==> config.mk <==
export PLATFORM = sky130hd
export DESIGN_NAME = proximity_scan_scheduler
export DESIGN_NICKNAME = d
export VERILOG_FILES = /design/src/rtl/prox_sched_defs.sv /design/src/rtl/prox_sync2.sv /design/src/rtl/proximity_scan_scheduler.sv
export SDC_FILE = /design/constraint.sdc
export NUM_CORES = 1
export LEC_CHECK = 0
export ABC_AREA = 1
export BUFFER_PORTS_ARGS = -buffer_cell sky130_fd_sc_hd__buf_2
export CORE_MARGIN = 5
export CORE_UTILIZATION = 45
export DETAILED_ROUTE_END_ITERATION = 16
export PLACE_DENSITY = 0.71
export REMOVE_ABC_BUFFERS = 1
export SLEW_MARGIN = 10
export SYNTH_ARGS = -nofsm -noshare
export SYNTH_HDL_FRONTEND = slang
export SYNTH_SLANG_ARGS = --single-unit
==> constraint.sdc <==
create_clock -name clk -period 2 [get_ports clk]
set_clock_uncertainty 0.15 [all_clocks]
set_input_delay 0.4 -clock clk [delete_from_list [all_inputs] [get_ports clk]]
set_output_delay 0.4 -clock clk [all_outputs]
set_load 0.01 [all_outputs]
==> src/rtl/prox_sched_defs.sv <==
// Shared constants for the proximity scan scheduler: state encodings,
// default parameter values and a sizing helper.
package prox_sched_defs;

    localparam int DEF_NUM_SENSORS   = 4;
    localparam int DEF_SETTLE_CYCLES = 1200;
    localparam int DEF_SAMPLE_CYCLES = 8;
    localparam int DEF_GAP_CYCLES    = 12000;

    typedef enum logic [2:0] {
        ST_IDLE   = 3'd0,
        ST_SETTLE = 3'd1,
        ST_SAMPLE = 3'd2,
        ST_STORE  = 3'd3,
        ST_GAP    = 3'd4
    } state_t;

    function automatic int max3(input int a, input int b, input int c);
        int m;
        m = a;
        if (b > m) m = b;
        if (c > m) m = c;
        return m;
    endfunction

endpackage

==> src/rtl/prox_sync2.sv <==
// Multi-bit two-flop synchronizer; resets to all-ones, the inactive level
// of the active-low sensor outputs.
module prox_sync2 #(
    parameter int WIDTH = 4
) (
    input  logic             clk,
    input  logic             rstn,
    input  logic [WIDTH-1:0] d,
    output logic [WIDTH-1:0] q
);

    logic [WIDTH-1:0] meta_r;
    logic [WIDTH-1:0] sync_r;

    // Two-stage capture of the asynchronous inputs.
    always_ff @(posedge clk) begin
        if (!rstn) begin
            meta_r <= '1;
            sync_r <= '1;
        end else begin
            meta_r <= d;
            sync_r <= meta_r;
        end
    end

    assign q = sync_r;

endmodule

==> src/rtl/proximity_scan_scheduler.sv <==
// Time-multiplexed proximity sensor scanner: settles each emitter, samples
// its synchronized output, and latches a majority-low detection bitmap.
module proximity_scan_scheduler
    import prox_sched_defs::*;
#(
    parameter int NUM_SENSORS   = DEF_NUM_SENSORS,
    parameter int SETTLE_CYCLES = DEF_SETTLE_CYCLES,
    parameter int SAMPLE_CYCLES = DEF_SAMPLE_CYCLES,
    parameter int GAP_CYCLES    = DEF_GAP_CYCLES
) (
    input  logic                   clk,
    input  logic                   rstn,
    input  logic                   scan_en,
    input  logic [NUM_SENSORS-1:0] pin,
    output logic [NUM_SENSORS-1:0] en,
    output logic [NUM_SENSORS-1:0] led,
    output logic                   busy,
    output logic                   scan_done
);

    localparam int CW = $clog2(max3(SETTLE_CYCLES, SAMPLE_CYCLES, GAP_CYCLES)) + 1;
    localparam int IW = $clog2(NUM_SENSORS);

    localparam logic [CW-1:0] SETTLE_LAST = CW'(SETTLE_CYCLES - 1);
    localparam logic [CW-1:0] SAMPLE_LAST = CW'(SAMPLE_CYCLES - 1);
    localparam logic [CW-1:0] GAP_LAST    = CW'(GAP_CYCLES - 1);
    localparam logic [CW-1:0] SAMPLE_HALF = CW'(SAMPLE_CYCLES / 2);
    localparam logic [IW-1:0] IDX_LAST    = IW'(NUM_SENSORS - 1);

    logic [NUM_SENSORS-1:0] pin_sync_s;
    logic                   pin_low_s;
    logic [CW-1:0]          low_next_s;

    state_t                 state_r;
    logic [IW-1:0]          idx_r;
    logic [CW-1:0]          cnt_r;
    logic [CW-1:0]          low_r;
    logic [NUM_SENSORS-1:0] led_r;

    prox_sync2 #(.WIDTH(NUM_SENSORS)) u_sync (
        .clk  (clk),
        .rstn (rstn),
        .d    (pin),
        .q    (pin_sync_s)
    );

    assign pin_low_s  = ~pin_sync_s[idx_r];
    assign low_next_s = low_r + {{(CW-1){1'b0}}, pin_low_s};

    // Scan sequencer: state, sensor index, cycle/low counters and detection latch.
    always_ff @(posedge clk) begin
        if (!rstn) begin
            state_r <= ST_IDLE;
            idx_r   <= '0;
            cnt_r   <= '0;
            low_r   <= '0;
            led_r   <= '0;
        end else begin
            case (state_r)
                ST_IDLE: begin
                    idx_r <= '0;
                    cnt_r <= '0;
                    low_r <= '0;
                    if (scan_en) state_r <= ST_SETTLE;
                end
                ST_SETTLE: begin
                    if (cnt_r == SETTLE_LAST) begin
                        state_r <= ST_SAMPLE;
                        cnt_r   <= '0;
                        low_r   <= '0;
                    end else begin
                        cnt_r <= cnt_r + CW'(1);
                    end
                end
                ST_SAMPLE: begin
                    low_r <= low_next_s;
                    if (cnt_r == SAMPLE_LAST) begin
                        state_r <= ST_STORE;
                        cnt_r   <= '0;
                    end else begin
                        cnt_r <= cnt_r + CW'(1);
                    end
                end
                ST_STORE: begin
                    // A tie between low and high samples counts as no obstacle.
                    led_r[idx_r] <= (low_r > SAMPLE_HALF);
                    cnt_r        <= '0;
                    if (idx_r == IDX_LAST) begin
                        idx_r   <= '0;
                        state_r <= ST_GAP;
                    end else begin
                        idx_r   <= idx_r + IW'(1);
                        state_r <= ST_SETTLE;
                    end
                end
                ST_GAP: begin
                    if (cnt_r == GAP_LAST) begin
                        cnt_r   <= '0;
                        state_r <= scan_en ? ST_SETTLE : ST_IDLE;
                    end else begin
                        cnt_r <= cnt_r + CW'(1);
                    end
                end
                default: begin
                    state_r <= ST_IDLE;
                    idx_r   <= '0;
                    cnt_r   <= '0;
                    low_r   <= '0;
                end
            endcase
        end
    end

    // Output decode from the registered state.
    always_comb begin
        en        = '0;
        busy      = 1'b0;
        scan_done = 1'b0;
        if ((state_r == ST_SETTLE) || (state_r == ST_SAMPLE)) begin
            en[idx_r] = 1'b1;
        end else begin
            en = '0;
        end
        busy      = (state_r != ST_IDLE);
        scan_done = (state_r == ST_STORE) && (idx_r == IDX_LAST);
    end

    assign led = led_r;

endmodule

; ---- Word-level counts from Yosys, hierarchy flattened
; Cells that the tools add are included.
[classes]
n_bitwise = 2
addsub = 3
mux = 21
eq_ne = 12
reduce_logical = 9
n_lt_le_gt_ge = 3
[ops]
columns = cell, n
row1 = one-hot mux 15 bit (3 select lines), 2
row2 = 2-to-1 mux 15 bit, 4
row3 = adder 15 x 1 -> 15 bit, 1
row4 = adder 15 x 1 -> 15 bit (second input constant), 1
row5 = equality test 15 x 11 -> 1 bit (second input constant), 1
row6 = equality test 15 x 14 -> 1 bit (second input constant), 1
row7 = equality test 15 x 3 -> 1 bit (second input constant), 1
row8 = greater-than comparator 15 x 3 -> 1 bit (second input constant), 1
row9 = 2-to-1 mux 3 bit, 5
row10 = one-hot mux 3 bit (5 select lines), 1
row11 = inequality test 2 bit (second input constant), 4
row12 = equality test 3 x 2 -> 1 bit (second input constant), 2
row13 = bitwise mux 4 bit, 1
row14 = 2-to-1 mux 4 bit, 1
row15 = one-hot mux 2 bit (2 select lines), 1
row16 = AND reduction 4 bit, 1
row17 = equality test 3 x 1 -> 1 bit (second input constant), 1
row18 = equality test 3 bit (second input constant), 1
row19 = logical NOT 3 bit, 1
row20 = < comparator 2 x 3 -> 1 bit (second input constant), 1
row21 = 2-to-1 mux 1 bit, 3
row22 = nonzero test 3 bit, 1
row23 = OR reduction 3 bit, 1
row24 = adder 2 x 1 -> 2 bit (second input constant), 1
row25 = 10 further kinds, 12
[word_totals]
ff_bits = 47
word_cells = 57
out_inout_bits = 10
input_bits = 7

; ---- Logic depth before layout (Yosys ltp)
[depth]
depth_word = 5
ltp_mapped = 13
depth_no_buf = 13

; ---- Modules after synthesis
; From an unflattened synthesis, not the netlist that was laid out.
[hier_totals]
hier_cells = 387
hier_area_um2 = 2616.3
[modules_own_cells]
columns = mod, cells_each, instances, area_each_um2, seq_area_each_um2
row1 = proximity_scan_scheduler, 362, 1, 2391.0, 780.7
row2 = prox_sync2, 25, 1, 225.2, 160.2

; ---- Worst setup path after synthesis
; No wires, ideal clock.
[synth_timing]
path_kind = reg2reg
from = register idx_r[0]
to = register low_r[14]
t_arrival_ns = 1.786
path_buffers = 0
path_stages_with_launch = 14
slack_ns = -0.006
path_cell_list = dfxtp_1 -> inv_1 -> nand2_1 -> a32o_1 -> ha_1 -> ha_1 -> inv_1 -> nor2_4 -> nand2_2 -> nor2_2 -> nand3_1 -> nand2_1 -> nand3_1 -> a21oi_1
[synth_between]
elab_chain_len = 5
[synth_lines]
columns = element, line_no
row1 = "start, declared", proximity_scan_scheduler.sv:35  ; logic [IW-1:0] idx_r;
row2 = "start signal, assigned", proximity_scan_scheduler.sv:92  ; idx_r <= idx_r + IW'(1);
row3 = binary-select mux 1 bit (select 2 bit), proximity_scan_scheduler.sv:47  ; assign pin_low_s = ~pin_sync_s[idx_r];
row4 = 2-to-1 mux 1 bit (not written as such), proximity_scan_scheduler.sv:47
row5 = inverter 1 bit, proximity_scan_scheduler.sv:47
row6 = adder 15 x 1 -> 15 bit, proximity_scan_scheduler.sv:48  ; assign low_next_s = low_r + {{(CW-1){1'b0}}, pin_low_s};
row7 = one-hot mux 15 bit (3 select lines), proximity_scan_scheduler.sv:59  ; case (state_r)
row8 = "end signal, assigned", proximity_scan_scheduler.sv:76  ; low_r <= low_next_s;
row9 = "end, declared", proximity_scan_scheduler.sv:37  ; logic [CW-1:0] low_r;
; Every way passes these cells. The select of a mux whose other input is x is not followed.
; A chain may end at the register's enable or synchronous reset.

; ---- Worst setup path after layout
[layout_timing]
from = register idx_r[0]
to = register low_r[5]
; Same word-level chain as after synthesis.

==> results.py <==
metrics = {
    "critical_path": {
        "r2r_end": "low_r[5]$_SDFFE_PN0P_",
        "reg2reg_depth": 10,
        "cp_max_fo": 4,
        "endpoint": "low_r[5]$_SDFFE_PN0P_",
        "cp-end-kind": "flop",
        "r2r-start": "idx_r[0]$_SDFFE_PN0N_",
        "crit_path_start": "idx_r[0]$_SDFFE_PN0N_",
        "cp_data_required_time_ps": 2040,
        "startpoint_type": "flop",
        "path_class": "flop to flop",
        "crit_arrival_ps": 1950,
        "ff2ff_setup_slack_ps": 90,
    },
    "routing": {
        "ant_nets": 0,
        "num_vias": 2321,
        "post_drt_wl_per_cell_um": 11.1,
        "drt-total-wl_um": 5200,
        "drtIter0Drc": 110,
        "drc": 0,
        "via_per_inst": 4.96,
        "drtPass1Iterations": 4,
    },
    "synthesis": {
        "syn_avg_cell_area_um2": 6.97,
        "synth-edff-count": 0,
        "synth_top_area_share_pct": 36.9,
        "synth.top_cells.by_area": "dfxtp_1 37%, nand2_1 11%, inv_1 6.9%",
        "synth_cells": 366,
        "ys_seq_elements": 47,
        "yosysTopAreaCell": "dfxtp_1",
        "ys.flop_type": "dfxtp_1",
        "ys_async_sr_fraction_pct": 0,
        "yosysSeqAreaShare_pct": 36.9,
        "synth_area_mm2": 0.00255,
        "yosysWarnings": 0,
        "yosys.cell_types.count": 30,
    },
    "die": {
        "fp.dieH_um": 85.3,
        "die_area_mm2": 0.00728,
        "initial_core_util_pct": 46.3,
        "io_pins": 17,
        "fp-row-count": 27,
        "die_w_um": 85.3,
        "coreArea_mm2": 0.00551,
    },
    "grt": {
        "grt_first_pass_wirelength_um": 9160,
        "first_global_vias": 2154,
        "grt.total_usage_pct": 15.0,
        "antenna_found_initial": 0,
        "grt_max_degree": 16,
        "overflow": 0,
    },
    "min_path": {
        "holdCritPathClass": "input pin to flop",
        "min_from": "pin[0]",
    },
    "power_and_ir_drop": {
        "ir_worst_vdd_uv": 456,
        "leakage_nw": 1.24,
        "power_mw": 2.31,
        "power_density_mw_per_mm2": 785,
    },
    "cts": {
        "cts_buffers": 5,
        "cts_tree": "yes",
        "clk_pin_slew_ps": 90,
        "cts_buffer_depth": 2,
        "clock_latency_ps": 300,
        "h-tree-depth": 2,
        "cts_root_buf": "clkbuf_8",
        "cts_num_sinks": 47,
    },
    "placement": {
        "port_buffers": 16,
        "place.detailed.hpwl_um": 3820,
        "placed_cells": 459,
        "dpl_cell_area_mm2": 0.00276,
        "gp_congestion": 0.901,
    },
    "cells_and_area": {
        "areaGrowthSynthToFinish_pct": 15.5,
        "fin_area_mm2": 0.00295,
        "nFillCells": 520,
        "fin_cells": 468,
        "diodes": 0,
        "fin_nets": 409,
        "drive_above_1_share_pct": 22.5,
        "final_cell_mix": "76 x nand2_1, 45 x inv_1, 45 x dfxtp_1",
        "final_common_cell": "nand2_1",
    },
    "sta": {
        "setup_violations": 0,
        "slew_headroom_pct": 80.1,
        "grt_setup_unrepaired": "true",
        "finalSetupTns_ps": 0,
        "period_share_pct": 95.4,
        "finalHoldWorstSlack_ps": 133,
        "max_freq_mhz": 524,
        "drv_slew": 0,
        "worst_slew_pin_slew_ps": 296,
        "hold_viol_final": 0,
        "fin_crit_ps": 1910,
    },
    "outcome": {
        "status": "finished, final reports clean",
    },
    "flow_run": {
        "maxCapViolations": 0,
    },
}
-- timing repair --
item / in CTS / in global routing
setup endpoints to repair: 1 / 10
gates resized for setup: 1 / 15
buffers inserted: 1 / 0
hold buffers: 0 / 0
pin swaps: 1 / 0
gates cloned: 0 / 0
-- logic make-up after synthesis --
family                     synth area share [%]
AOI/OAI and AO/OA                          7.80
xor gates and xnor gates                   3.09
adders and majority gates                  3.43
buffers and inverters                      9.66
DFF                                        36.9
and+or+nand+nor                            39.1
-- area by class of cell --
| cell class | instances | area [um2] | share of cell area (%) |
|---|---|---|---|
| multi-input combinational | 260 | 1410 | 47.8 |
| clock buffer | 6 | 72.6 | 2.46 |
| clock inverter | 2 | 60.1 | 2.04 |
| timing repair buffer | 28 | 170 | 5.77 |
| sequential | 47 | 946 | 32.1 |
| tap | 72 | 90.1 | 3.06 |
| inverter | 53 | 199 | 6.75 |
-- flip-flops by register name, indices dropped and copies added (netlist names) --
signal / count
led: 4
low_r: 15
idx_r: 2
u_sync.q: 4
u_sync.meta_r: 4
state_r: 3
cnt_r: 15
-- per-stage QoR --
stage,setup WS [ps],utilization [%]
after global routing,-14.8,53.5
after CTS,54.2,52.6
after detailed placement,35.4,50.1
after floorplan,-14.0,-
after global placement,102,50.1
final,91.6,53.5
-- routing by layer --
metal | GRT usage (%) | vias to the layer above | share of wire [%]
met5 | 0 | - | 0
met4 | 5.04 | 0 | 0.81
met3 | 2.91 | 4 | 3.1
met2 | 26.3 | 41 | 48
met1 | 18.2 | 1050 | 48
li1 | - | 1226 | -
-- cells in the mapped netlist (3+ instances only) --
master    instances
a21oi_1          24
nor3_2            4
nand4_1          10
nor4_1            3
nand3_1          32
inv_2             6
nor2_2           12
nand2_2           6
or2_2            10
inv_1            47
nor2_1           38
xnor2_1           3
dfxtp_1          47
nand2_4           3
nand2_1          77
o21ai_0          11
nor3_1            7
clkbuf_1          3
xor2_1            6
ha_1              7
-- critical path, cell delays in order, from the launching register on --
cell     delay [ps]
dfxtp_4         370
inv_2            70
nand2_1          50
a32o_2          230
ha_2            190
buf_4           150
nand2_2         120
nor3_4           70
or2_2           270
nand3_1          70
a21oi_1          60
-- report_power, final --
group / internal, mW / total [mW] / switching (mW)
sequential: 0.970 / 0.997 / 0.0268
clock: 0.500 / 0.819 / 0.320
combinational: 0.159 / 0.495 / 0.336
-- worst min-delay path by stage --
stage | cells after the start | to
after global placement | 1 | u_sync.q[3]$_SDFF_PN1_
after floorplan | 1 | u_sync.q[0]$_SDFF_PN1_
after global routing | 2 | u_sync.meta_r[0]$_SDFF_PN1_
after CTS | 2 | u_sync.meta_r[0]$_SDFF_PN1_
after detailed placement | 1 | u_sync.q[3]$_SDFF_PN1_
final | 2 | u_sync.meta_r[0]$_SDFF_PN1_
Power figures use the tool's default switching activity.
